$ cat config.mk
export PLATFORM = sky130hd
export DESIGN_NAME = fetch_ctrl_flat
export DESIGN_NICKNAME = d
export VERILOG_FILES = /design/src/rtl/fetch_pkg.sv /design/src/rtl/fetch_ctrl_if.sv /design/src/rtl/fetch_ctrl_phase_counter.sv /design/src/rtl/fetch_ctrl.sv /design/src/flat_wrapper.sv
export SDC_FILE = /design/constraint.sdc
export NUM_CORES = 1
export LEC_CHECK = 0
export CAP_MARGIN = 0
export CORE_AREA = 2 2 47 49
export CTS_BUF_LIST = sky130_fd_sc_hd__clkbuf_16
export DETAILED_ROUTE_END_ITERATION = 12
export DIE_AREA = 0 0 49 51
export PLACE_DENSITY = 0.86
export SYNTH_ARGS = -nofsm -noshare
export SYNTH_HDL_FRONTEND = slang
export SYNTH_SLANG_ARGS = --single-unit
$ cat constraint.sdc
create_clock -name CLK -period 3.3 [get_ports CLK]
set_input_delay 0.66 -clock CLK [delete_from_list [all_inputs] [get_ports CLK]]
set_output_delay 0.66 -clock CLK [all_outputs]
set_load 0.05 [all_outputs]
$ cat src/rtl/fetch_pkg.sv
// Shared types and constants for the fetch controller: FSM states, counter
// phase encodings and the instruction field layout.
package fetch_pkg;

  typedef enum logic [1:0] {
    ST_IDLE     = 2'd0,
    ST_RUN      = 2'd1,
    ST_PAUSED   = 2'd2,
    ST_FINISHED = 2'd3
  } state_t;

  // Counter value at which the instruction is latched, and the one at which the PC advances
  localparam logic [1:0] PHASE_FETCH = 2'd1;
  localparam logic [1:0] PHASE_ADV   = 2'd0;

  localparam int INSTR_W  = 9;
  localparam int OP_MSB   = 8;
  localparam int OP_LSB   = 5;
  localparam int TGT_MSB  = 4;
  localparam int TARGET_W = 8;

endpackage : fetch_pkg

$ cat src/rtl/fetch_ctrl_if.sv
// Handshake and datapath signals between the fetch controller (master)
// and the program counter / instruction ROM side (slave).
interface fetch_ctrl_if;
  import fetch_pkg::*;

  logic                Start;
  logic                Halt;
  logic [INSTR_W-1:0]  Instr_in;
  logic                Init;
  logic [1:0]          Counter;
  logic [INSTR_W-1:0]  Instr_reg;
  logic                Branch_rel_en;
  logic [TARGET_W-1:0] Target;
  logic                Busy;
  logic                Done;

  modport master (
    input  Start, Halt, Instr_in,
    output Init, Counter, Instr_reg, Branch_rel_en, Target, Busy, Done
  );

  modport slave (
    output Start, Halt, Instr_in,
    input  Init, Counter, Instr_reg, Branch_rel_en, Target, Busy, Done
  );

endinterface : fetch_ctrl_if

$ cat src/rtl/fetch_ctrl_phase_counter.sv
// Two-bit instruction phase counter: wraps 1->2->3->0->1 while running,
// load-to-fetch-phase has priority over hold.
module phase_counter
  import fetch_pkg::*;
(
  input  logic       clk,
  input  logic       rst_n,
  input  logic       i_hold,
  input  logic       i_load,
  output logic [1:0] o_count
);

  logic [1:0] r_count;

  // NOTE: sequential state is assigned with <= only, so every register samples
  // the pre-edge value of its neighbours regardless of block ordering.
  always_ff @(posedge clk) begin
    if (!rst_n) begin
      r_count <= PHASE_FETCH;
    end else if (i_load) begin
      r_count <= PHASE_FETCH;
    end else if (!i_hold) begin
      r_count <= r_count + 2'd1;
    end
  end

  assign o_count = r_count;

endmodule : phase_counter

$ cat src/rtl/fetch_ctrl.sv
// Fetch controller: sequences instruction phases for the program counter,
// latches instructions, flags relative branches and counts finished programs.
module fetch_ctrl
  import fetch_pkg::*;
#(
  parameter int         NUM_PROGS = 3,
  parameter logic [3:0] BR_OPCODE = 4'b1111
) (
  input  logic         CLK,
  input  logic         Init_n,
  fetch_ctrl_if.master bus
);

  state_t             r_state;
  logic               r_init;
  logic               r_done;
  logic [1:0]         r_prog_cnt;
  logic [INSTR_W-1:0] r_instr;

  logic [1:0] w_counter;
  logic       w_run;
  logic       w_halt_take;
  logic       w_last_prog;

  assign w_run       = (r_state == ST_RUN);
  assign w_halt_take = w_run && bus.Halt && (w_counter == PHASE_ADV);
  assign w_last_prog = (int'(r_prog_cnt) + 1) >= NUM_PROGS;

  // Frozen outside RUN; entering a stopped state always goes through a load, so it parks at 1
  phase_counter u_phase (
    .clk     (CLK),
    .rst_n   (Init_n),
    .i_hold  (!w_run),
    .i_load  (w_halt_take),
    .o_count (w_counter)
  );

  // NOTE: Instr_reg is a plain datapath register, so it is cleared by reset like
  // the control state; a mid-program reset must not leave a stale branch visible.
  always_ff @(posedge CLK) begin
    if (!Init_n) begin
      r_state    <= ST_IDLE;
      r_init     <= 1'b1;
      r_done     <= 1'b0;
      r_prog_cnt <= 2'd0;
      r_instr    <= '0;
    end else begin
      r_done <= 1'b0;
      if (w_run && (w_counter == PHASE_FETCH)) r_instr <= bus.Instr_in;

      case (r_state)
        ST_IDLE: begin
          if (bus.Start) begin
            r_state <= ST_RUN;
            r_init  <= 1'b0;
          end
        end
        ST_RUN: begin
          // Halt wins over a simultaneous Start; Start is only looked at in IDLE/PAUSED
          if (w_halt_take) begin
            r_done  <= 1'b1;
            r_state <= w_last_prog ? ST_FINISHED : ST_PAUSED;
            if (int'(r_prog_cnt) < NUM_PROGS) r_prog_cnt <= r_prog_cnt + 2'd1;
          end
        end
        ST_PAUSED: begin
          if (bus.Start) r_state <= ST_RUN;
        end
        ST_FINISHED: r_state <= ST_FINISHED;
        default:     r_state <= ST_IDLE;
      endcase
    end
  end

  assign bus.Init          = r_init;
  assign bus.Counter       = w_counter;
  assign bus.Instr_reg     = r_instr;
  assign bus.Branch_rel_en = w_run && (w_counter == PHASE_ADV) &&
                             (r_instr[OP_MSB:OP_LSB] == BR_OPCODE);
  assign bus.Target        = {3'b000, r_instr[TGT_MSB:0]};
  assign bus.Busy          = w_run;
  assign bus.Done          = r_done;

endmodule : fetch_ctrl

$ cat src/flat_wrapper.sv
// flat-port wrapper written by rule: the top's interface ports become plain ports
module fetch_ctrl_flat import fetch_pkg::*;
#(
  parameter int         NUM_PROGS = 3,
  parameter logic [3:0] BR_OPCODE = 4'b1111
)
  (CLK, Init_n, bus_Start, bus_Halt, bus_Instr_in, bus_Init, bus_Counter, bus_Instr_reg, bus_Branch_rel_en, bus_Target, bus_Busy, bus_Done);
  fetch_ctrl_if bus_i ();
  input  logic CLK;
  input  logic Init_n;
  input wire logic [$bits(bus_i.Start)-1:0] bus_Start;
  input wire logic [$bits(bus_i.Halt)-1:0] bus_Halt;
  input wire logic [$bits(bus_i.Instr_in)-1:0] bus_Instr_in;
  output wire logic [$bits(bus_i.Init)-1:0] bus_Init;
  output wire logic [$bits(bus_i.Counter)-1:0] bus_Counter;
  output wire logic [$bits(bus_i.Instr_reg)-1:0] bus_Instr_reg;
  output wire logic [$bits(bus_i.Branch_rel_en)-1:0] bus_Branch_rel_en;
  output wire logic [$bits(bus_i.Target)-1:0] bus_Target;
  output wire logic [$bits(bus_i.Busy)-1:0] bus_Busy;
  output wire logic [$bits(bus_i.Done)-1:0] bus_Done;
  assign bus_i.Start = bus_Start;
  assign bus_i.Halt = bus_Halt;
  assign bus_i.Instr_in = bus_Instr_in;
  assign bus_Init = bus_i.Init;
  assign bus_Counter = bus_i.Counter;
  assign bus_Instr_reg = bus_i.Instr_reg;
  assign bus_Branch_rel_en = bus_i.Branch_rel_en;
  assign bus_Target = bus_i.Target;
  assign bus_Busy = bus_i.Busy;
  assign bus_Done = bus_i.Done;
  fetch_ctrl #(.NUM_PROGS(NUM_PROGS), .BR_OPCODE(BR_OPCODE)) u_core (.CLK(CLK), .Init_n(Init_n), .bus(bus_i));
endmodule
Word-level counts from Yosys, hierarchy flattened. Index checks and enable logic that the tools add are counted. Widths: inputs -> output; s select.

Register bits: 17. Input bits: 13. Output and inout bits: 23. Word-level logic and storage cells: 37.

Add/sub/neg operators: 3. $lt $le $gt $ge: 2. Equal/unequal tests: 7. Muxes and demuxes: 5. Bitwise operators: 1. Reductions and logical operators: 13.

Operators with widths (count): $ge 32x3->1 const B (1); $pmux 2 s3 (1); $reduce_and 2->1 (3); $logic_and 1x1->1 (5); $add 2x1->2 const B (2); $eq 2x1->1 const B (2); $eq 2x2->1 const B (2); $eq 4x4->1 const B (1); $logic_not 2->1 (2); $mux 2 (2); $reduce_or 2->1 (2); $add 2x1->3 const B (1); $reduce_and 3->1 (1); $lt 2x2->1 const B (1); $mux 1 (2); $ne 2x1->1 const B (1); $ne 2x2->1 const B (1); $not 1->1 (1).

Logic depth before layout (Yosys ltp). Gate-level depths: netlist of the first run.

Depth after elaboration: 5. Mapped depth: 6. Gate-level depth less buffers: 5.

Hierarchy. Synthesis of the first run repeated with hierarchy kept, for this count alone.

Cells, all modules: 89. Area, all modules: 823.3 um^2.

By module, submodules not included: fetch_ctrl (times used 1, cells an instance 82, area an instance 732.0 um^2, sequential area each 300.3 um^2); phase_counter (times used 1, cells an instance 7, area an instance 91.3 um^2, sequential area each 40.0 um^2).

Worst setup path before layout of the first run. Ideal clock, no wire load.

Path type: register -> output. Start: reg u_core.r_state[0]. End: out bus_Branch_rel_en. Arrival time: 1.533 ns. Required time: 2.640 ns. Path slack: 1.107 ns. Stages on the path, launching flop included: 6. Buffers on the path: 2. Cells stage by stage: dfxtp_1 > nor2b_1 > buf_4 > buf_6 > nand2_1 > nor2_1.

Word-level cells in the longest chain between the ends: 3.

RTL lines: start, declared (RTL line fetch_ctrl.sv:14) `state_t r_state;`; start signal, assigned (RTL line fetch_ctrl.sv:62) `r_state <= w_last_prog ? ST_FINISHED : ST_PAUSED;`; $eq 2x1->1 (RTL line fetch_ctrl.sv:25) `assign w_run = (r_state == ST_RUN);`; via bus_Busy (RTL line flat_wrapper.sv:19) `output wire logic [$bits(bus_i.Busy)-1:0] bus_Busy;`; $logic_and 1x1->1 (2 in a row) (RTL line fetch_ctrl.sv:78) `assign bus.Branch_rel_en = w_run && (w_counter == PHASE_ADV) &&`; end, declared (RTL line flat_wrapper.sv:17) `output wire logic [$bits(bus_i.Branch_rel_en)-1:0] bus_Branch_rel_en;`.

The timed path passes the listed nets, and every way through them passes these cells.

Final worst setup path of the first run.
Start: reg u_core.u_phase.r_count[0] (netlist: u_core.u_phase.o_count[0]). End: out bus_Branch_rel_en.

Word-level cells in the longest chain between the ends: 3.

RTL lines: start, declared (RTL line fetch_ctrl_phase_counter.sv:13) `logic [1:0] r_count;`; start signal, assigned (RTL line fetch_ctrl_phase_counter.sv:23) `r_count <= r_count + 2'd1;`; $logic_not 2->1 (RTL line fetch_ctrl.sv:78); $logic_and 1x1->1 (2 in a row) (RTL line fetch_ctrl.sv:78).

Every way passes these cells.

==> results of run 1 <==
==> worst register-to-register path, stage by stage (launching register included) <==
cell and delay (ns):
dfxtp_1 0.38, ha_1 0.38, nand3b_1 0.35, nand2_1 0.18
a21boi_0 0.09
==> where the power goes <==
group | internal, mW | switching, mW | leakage (nW)
sequential | 0.219 | 0.0100 | 0.139
combinational | 0.0559 | 0.102 | 0.271
clock | 0.162 | 0.0803 | 0.0409
==> logic make-up (layout without fill, tap and decap cells) <==
logic type,after synthesis,after routing,share of synthesized area [%]
adder cells (fa/ha/maj),4,4,6.11
multiplexers,2,2,2.44
AND/OR/NAND/NOR,38,38,22.7
buffers and inverters,17,41,13.1
other,1,3,0.458
flip-flops,17,17,41.5
AO/OA/AOI/OAI,16,16,13.6
==> synthesized netlist by cell type <==
master	n	share of area (%)
a21boi_0	11	10
a31oi_1	1	0.76
and2_1	1	0.76
and3_1	2	1.5
and4b_4	1	1.7
buf_2	2	1.2
buf_4	9	8.2
buf_6	1	1.4
clkbuf_1	1	0.46
conb_1	1	0.46
dfxtp_1	17	42
ha_1	4	6.1
inv_1	4	1.8
mux2i_1	2	2.4
nand2_1	16	7.3
nand2b_1	2	1.5
nand3_1	10	6.1
nand3b_1	1	0.92
nand4_1	1	0.76
nor2_1	3	1.4
nor2b_1	1	0.76
o21ai_0	3	1.8
o31ai_1	1	0.92
==> area by class of cell <==
type	count	area [µm²]	share of cell area [%]
Clock inverter	1	5.00	0.425
Timing Repair Buffer	33	328	27.8
Sequential cell	17	340	28.9
Clock buffer	3	75.1	6.38
Inverter	4	15.0	1.28
Multi-Input combinational cell	63	379	32.2
Tap cell	28	35.0	2.98
==> layer usage <==
layer / wire [µm] / vias to the layer above
li1: - / 356
met1: 716 / 335
met2: 891 / 33
met3: 102 / 5
met4: 44 / 0
met5: 0 / -
==> per-stage QoR <==
stage	cell area [µm²]	total power [mW]	hold slack [ns]
detailed placement	1100	0.390	0.478
global placement	1100	0.387	0.463
finish	1180	0.629	0.480
global route	1180	0.651	0.503
CTS	1180	0.633	0.485
floorplan	827	0.345	0.452
==> placed cells by master (no fill, tap or decap), types with 2 or more instances in the layout <==
cell type,instances
conb_1,3
ha_1,4
clkdlybuf4s50_1,32
o21ai_0,3
dfxtp_1,17
inv_1,4
nor2_1,3
and3_1,2
nand3_1,10
a21boi_0,11
mux2i_1,2
nand2b_1,2
nand2_1,16
clkbuf_16,3
==> how the worst min path moves through the flow <==
stage	slack, ns	start	to
5_1_grt	0.50	u_core.r_prog_cnt[1]	u_core.r_prog_cnt[1]
4_1_cts	0.48	u_core.r_prog_cnt[1]	u_core.r_prog_cnt[1]
2_1_floorplan	0.45	u_core.r_prog_cnt[0]	u_core.r_prog_cnt[0]
6_report	0.48	u_core.r_prog_cnt[1]	u_core.r_prog_cnt[1]
3_3_place_gp	0.46	u_core.r_prog_cnt[0]	u_core.r_prog_cnt[0]
3_5_place_dp	0.48	u_core.r_prog_cnt[1]	u_core.r_prog_cnt[1]
==> flow_metrics.env, run 1 <==
export IMPL_outcome="finished clean"
export IMPL_antenna_found_initial=0
export IMPL_cp_endpoint="bus_Branch_rel_en"
export IMPL_htree_levels=1
export IMPL_cts_buffers=3
export IMPL_cts_tree="built"
export IMPL_leakagePower_nw=0.451
export IMPL_syn_area_um2=820
export IMPL_drtIter0Drc=8
export IMPL_criticalPathCategory="reg -> out"
export IMPL_crit_required_ns=2.64
export IMPL_grt_busiest_layer="met2"
export IMPL_endpoint_kind="output pin"
export IMPL_fill_cells=188
export IMPL_cts_setup_buffers=0
export IMPL_path_cells="inv_1 -> ha_1 -> nand2_1 -> nor2_1 -> clkdlybuf4s50_1"
export IMPL_io_pins=36
export IMPL_dr_pass1_iters=4
export IMPL_rrSetupSlack_ns=1.80
export IMPL_root_buffer="clkbuf_16"
export IMPL_synth_seq_cells=17
export IMPL_r2r_start="u_core.u_phase.o_count[0]"
export IMPL_instances_no_fill=149
export IMPL_grt_pass1_wl_um=2830
export IMPL_hold_depth=2
export IMPL_reg2reg_depth=4
export IMPL_hpwlAfterDp_um=1300
export IMPL_insertion_delay_ns=0.25
export IMPL_slew_violations=0
export IMPL_clock_skew_final_ns=0.000968
export IMPL_clk_pin_slew_ns=0.05
export IMPL_remaining_drc_errors=0
export IMPL_grt_pass1_vias=697
export IMPL_yosys_warnings=0
export IMPL_critical_path_max_stage_delay_ns=0.82
export IMPL_rr_endpoint="u_core.bus.Instr_reg[8]"
export IMPL_hp_class="reg -> reg"
export IMPL_core_area_um2=2060
export IMPL_vias_per_cell=4.89
export IMPL_wl_per_cell_um=11.8
export IMPL_worstPathArrival_ns=1.90
export IMPL_pre_cts_slack_ns=1.04
export IMPL_num_rows=17
export IMPL_worstSetupPathDepth=5
export IMPL_antennaDiodeCount=0
export IMPL_slew_limit_headroom_pct=65.8
export IMPL_postCtsHoldBufs=0
export IMPL_critical_path_top_delay_family="buffers and inverters"
export IMPL_gp_congestion=0.708
export IMPL_setup_violations=0
export IMPL_use_met3_pct=3.22
export IMPL_die_y_um=51
export IMPL_vias=729
export IMPL_path_max_fanout=5
export IMPL_yosysSeqAreaShare_pct=41.5
export IMPL_crit_buf_inv=2
export IMPL_startpoint="u_core.u_phase.o_count[0]"
export IMPL_syn2layout_area_growth_pct=43.7
export IMPL_grtUsageMet2_pct=27.2
export IMPL_cts_sinks=17
export IMPL_die_area_um2=2500
export IMPL_fp_dieW_um=49
export IMPL_period_needed_ns=2.56
export IMPL_dp_cells=145
export IMPL_max_freq_mhz=390
export IMPL_portBuffers=32
export IMPL_tightest_slew_ns=0.511
export IMPL_fin_crit_sh_pct=77.7
export IMPL_post_cts_resized=0
export IMPL_hold_viol_final=0
export IMPL_grtUsageTotal_pct=14.9
export IMPL_rsz0062_at_grt="no"
export IMPL_nets=139
export IMPL_crit_slowest_cell="clkdlybuf4s50_1"
export IMPL_max_cap_viol_count=0
export IMPL_ant_nets=0
export IMPL_finalSetupTns_ns=0
export IMPL_start_util_pct=39.7
export IMPL_largest_reg_flops=9
export IMPL_grt_max_degree=20
export IMPL_cts_max_path_buffers=2
export IMPL_ir_worst_vdd_uv=346
export IMPL_cp_start_kind="register"
export IMPL_postSynthAreaPerCell_um2=8.63
export IMPL_yosysUniqueCellTypes=23
export IMPL_powerDensity_nw_per_um2=534
export IMPL_fin_util_pct=57.1
export IMPL_drt_total_wl_um=1760
export IMPL_grt_overflow_total=0
export IMPL_drive_above_1_share_pct=4.96
export IMPL_use_met1_pct=15.5
export IMPL_netlist_instances=95
export IMPL_worst_slack_ns=0.735
Power figures use the tool's default switching activity.
==> inputs of run 2 (changes only) <==
--- a/config.mk
+++ b/config.mk
@@ -6,11 +6,11 @@
 export NUM_CORES = 1
 export LEC_CHECK = 0
 export CAP_MARGIN = 0
-export CORE_AREA = 2 2 47 49
+export CORE_AREA = 2 2 49 51
 export CTS_BUF_LIST = sky130_fd_sc_hd__clkbuf_16
 export DETAILED_ROUTE_END_ITERATION = 12
-export DIE_AREA = 0 0 49 51
-export PLACE_DENSITY = 0.86
+export DIE_AREA = 0 0 51 53
+export PLACE_DENSITY = 0.8
 export SYNTH_ARGS = -nofsm -noshare
 export SYNTH_HDL_FRONTEND = slang
 export SYNTH_SLANG_ARGS = --single-unit
==> constraint.sdc (replaced) <==
create_clock -name CLK -period 2.4 [get_ports CLK]
set_input_delay 0.48 -clock CLK [delete_from_list [all_inputs] [get_ports CLK]]
set_output_delay 0.48 -clock CLK [all_outputs]
set_load 0.05 [all_outputs]
==> run 2 against run 1 <==
Via count is 2.2% lower. Setup slack worse by 0.27 ns. Wire length is 4.8% lower. Sequential power is 38% higher. Largest power group unchanged.
==> flow_metrics.env, run 2 (synthesized netlist as in run 1, its figures left out) <==
export IMPL_final_cell_mix="clkdlybuf4s50_1, dfxtp_1, nand2_1, a21boi_0, nand3_1"
export IMPL_insertion_delay_ns=0.24
export IMPL_pwr_share_comb_pct=25.4
export IMPL_ant_nets=0
export IMPL_hold_depth=2
export IMPL_cts_buffers=3
export IMPL_cp_start_kind="register"
export IMPL_period_needed_ns=1.93
export IMPL_dr_pass1_iters=4
export IMPL_syn2layout_area_growth_pct=46.1
export IMPL_wl_per_cell_um=11.2
export IMPL_hp_class="reg -> reg"
export IMPL_fp_dieW_um=51
export IMPL_worstPathArrival_ns=1.45
export IMPL_gp_congestion=0.687
export IMPL_clock_skew_final_ns=0.00135
export IMPL_endpoint_kind="output pin"
export IMPL_p_clk_share_pct=38.1
export IMPL_outcome="finished clean"
export IMPL_critical_path_top_delay_family="buffers and inverters"
export IMPL_rsz0062_at_grt="no"
export IMPL_seqCellArea_um2=340
export IMPL_whs_ns=0.469
export IMPL_crit_buf_inv=1
export IMPL_grt_pass1_wl_um=2610
export IMPL_crit_required_ns=1.92
export IMPL_portBuffers=32
export IMPL_io_pins=36
export IMPL_nets=139
export IMPL_vias_per_cell=4.79
export IMPL_remaining_drc_errors=0
export IMPL_grt_pass1_vias=631
export IMPL_num_rows=17
export IMPL_powerDensity_nw_per_um2=719
export IMPL_slew_limit_headroom_pct=64.0
export IMPL_cts_tree="built"
export IMPL_post_cts_resized=0
export IMPL_multi_input_area_um2=379
export IMPL_p_int_mw=0.603
export IMPL_critical_path_max_stage_delay_ns=0.82
export IMPL_worstSetupPathDepth=1
export IMPL_hpwlAfterDp_um=1250
export IMPL_ir_worst_vdd_uv=443
export IMPL_tightest_slew_ns=0.538
export IMPL_root_buffer="clkbuf_16"
export IMPL_fin_crit_sh_pct=80.6
export IMPL_largest_reg_flops=9
export IMPL_clk_pin_slew_ns=0.05
export IMPL_power_frac_seq_pct=36.6
export IMPL_cts_sinks=17
export IMPL_fill_cells=206
export IMPL_drtIter0Drc=15
export IMPL_switching_share_pct=30.0
export IMPL_drive_above_1_share_pct=6.61
export IMPL_mostFrequentLayoutCell="clkdlybuf4s50_1"
export IMPL_finalSetupTns_ns=0
export IMPL_path_cells="clkdlybuf4s50_1"
export IMPL_start_util_pct=38.1
export IMPL_path_max_fanout=5
export IMPL_hold_viol_final=0
export IMPL_grt_overflow_total=0
export IMPL_cts_max_path_buffers=2
export IMPL_antenna_found_initial=0
export IMPL_grt_max_degree=20
export IMPL_die_area_um2=2700
export IMPL_cts_setup_buffers=0
export IMPL_grtUsageTotal_pct=12.9
export IMPL_final_area_um2=1200
export IMPL_setup_violations=0
export IMPL_power_switching_mw=0.258
export IMPL_htree_levels=1
export IMPL_vias=713
export IMPL_max_cap_viol_count=0
export IMPL_drt_total_wl_um=1670
export IMPL_antennaDiodeCount=0
export IMPL_postCtsHoldBufs=0
export IMPL_max_freq_mhz=517
export IMPL_place_area_um2=1120
export IMPL_die_y_um=53
export IMPL_leakagePower_nw=0.461
export IMPL_reg2reg_depth=4
export IMPL_crit_slowest_cell="clkdlybuf4s50_1"
export IMPL_core_area_um2=2150
export IMPL_slew_violations=0
export IMPL_criticalPathCategory="reg -> out"
[run 2: cell types whose count changed in the layout (fill, tap and decap cells not counted)]
cell,previous run,this run
buf_12,0,2
clkdlybuf4s50_1,32,30
[run 2: worst reg2reg max path: stages (launching register included)]
cell	delay, ns
dfxtp_1	0.39
ha_1	0.41
nand3b_1	0.33
nand2_1	0.16
a21boi_0	0.09
[run 2: cell type report]
cell class	count	area share (%)
multi-input combinational	63	31.7
sequential	17	28.4
clock buffer	3	6.27
clock inverter	1	0.418
inverter	4	1.25
tap	28	2.93
timing repair buffer	33	29.0
[run 2: power groups by stage]
| stage | logic [mW] | registers [mW] | clock network, mW |
|---|---|---|---|
| final | 0.218 | 0.315 | 0.328 |
| after detailed placement | 0.219 | 0.320 | 0 |
| after global routing | 0.230 | 0.317 | 0.349 |
| after global placement | 0.217 | 0.319 | 0 |
| after CTS | 0.220 | 0.315 | 0.334 |
| after floorplan | 0.103 | 0.372 | 0 |
[run 2: path summary, 6_finish.rpt]
kind	from	end	slack, ns
worst max-delay path	u_core.u_phase.o_count[0]	bus_Counter[0]	0.47
worst min-delay path	u_core.bus.Init	u_core.bus.Init	0.47
worst max register to register	u_core.u_phase.o_count[0]	u_core.bus.Instr_reg[2]	0.91
worst min register to register	u_core.bus.Init	u_core.bus.Init	0.47
[run 2: metal layers]
metal	wire length, µm	share of wire, %	vias up	track usage, %
met3	152	9.1	2	3.67
li1	-	-	359	-
met1	737	44	323	14.1
met4	15	0.90	0	5.86
met2	765	46	29	22.9
met5	0	0	-	0
[run 2: stage by stage]
step / instances / setup WS [ns] / total power, mW / util (%)
2_1_floorplan: 97 / 0.387 / 0.475 / -
3_3_place_gp: 145 / 0.730 / 0.536 / 52.0
3_5_place_dp: 145 / 0.708 / 0.540 / 52.0
4_1_cts: 149 / 0.458 / 0.869 / 55.7
5_1_grt: 149 / 0.423 / 0.895 / 55.7
6_report: 149 / 0.466 / 0.861 / 55.7
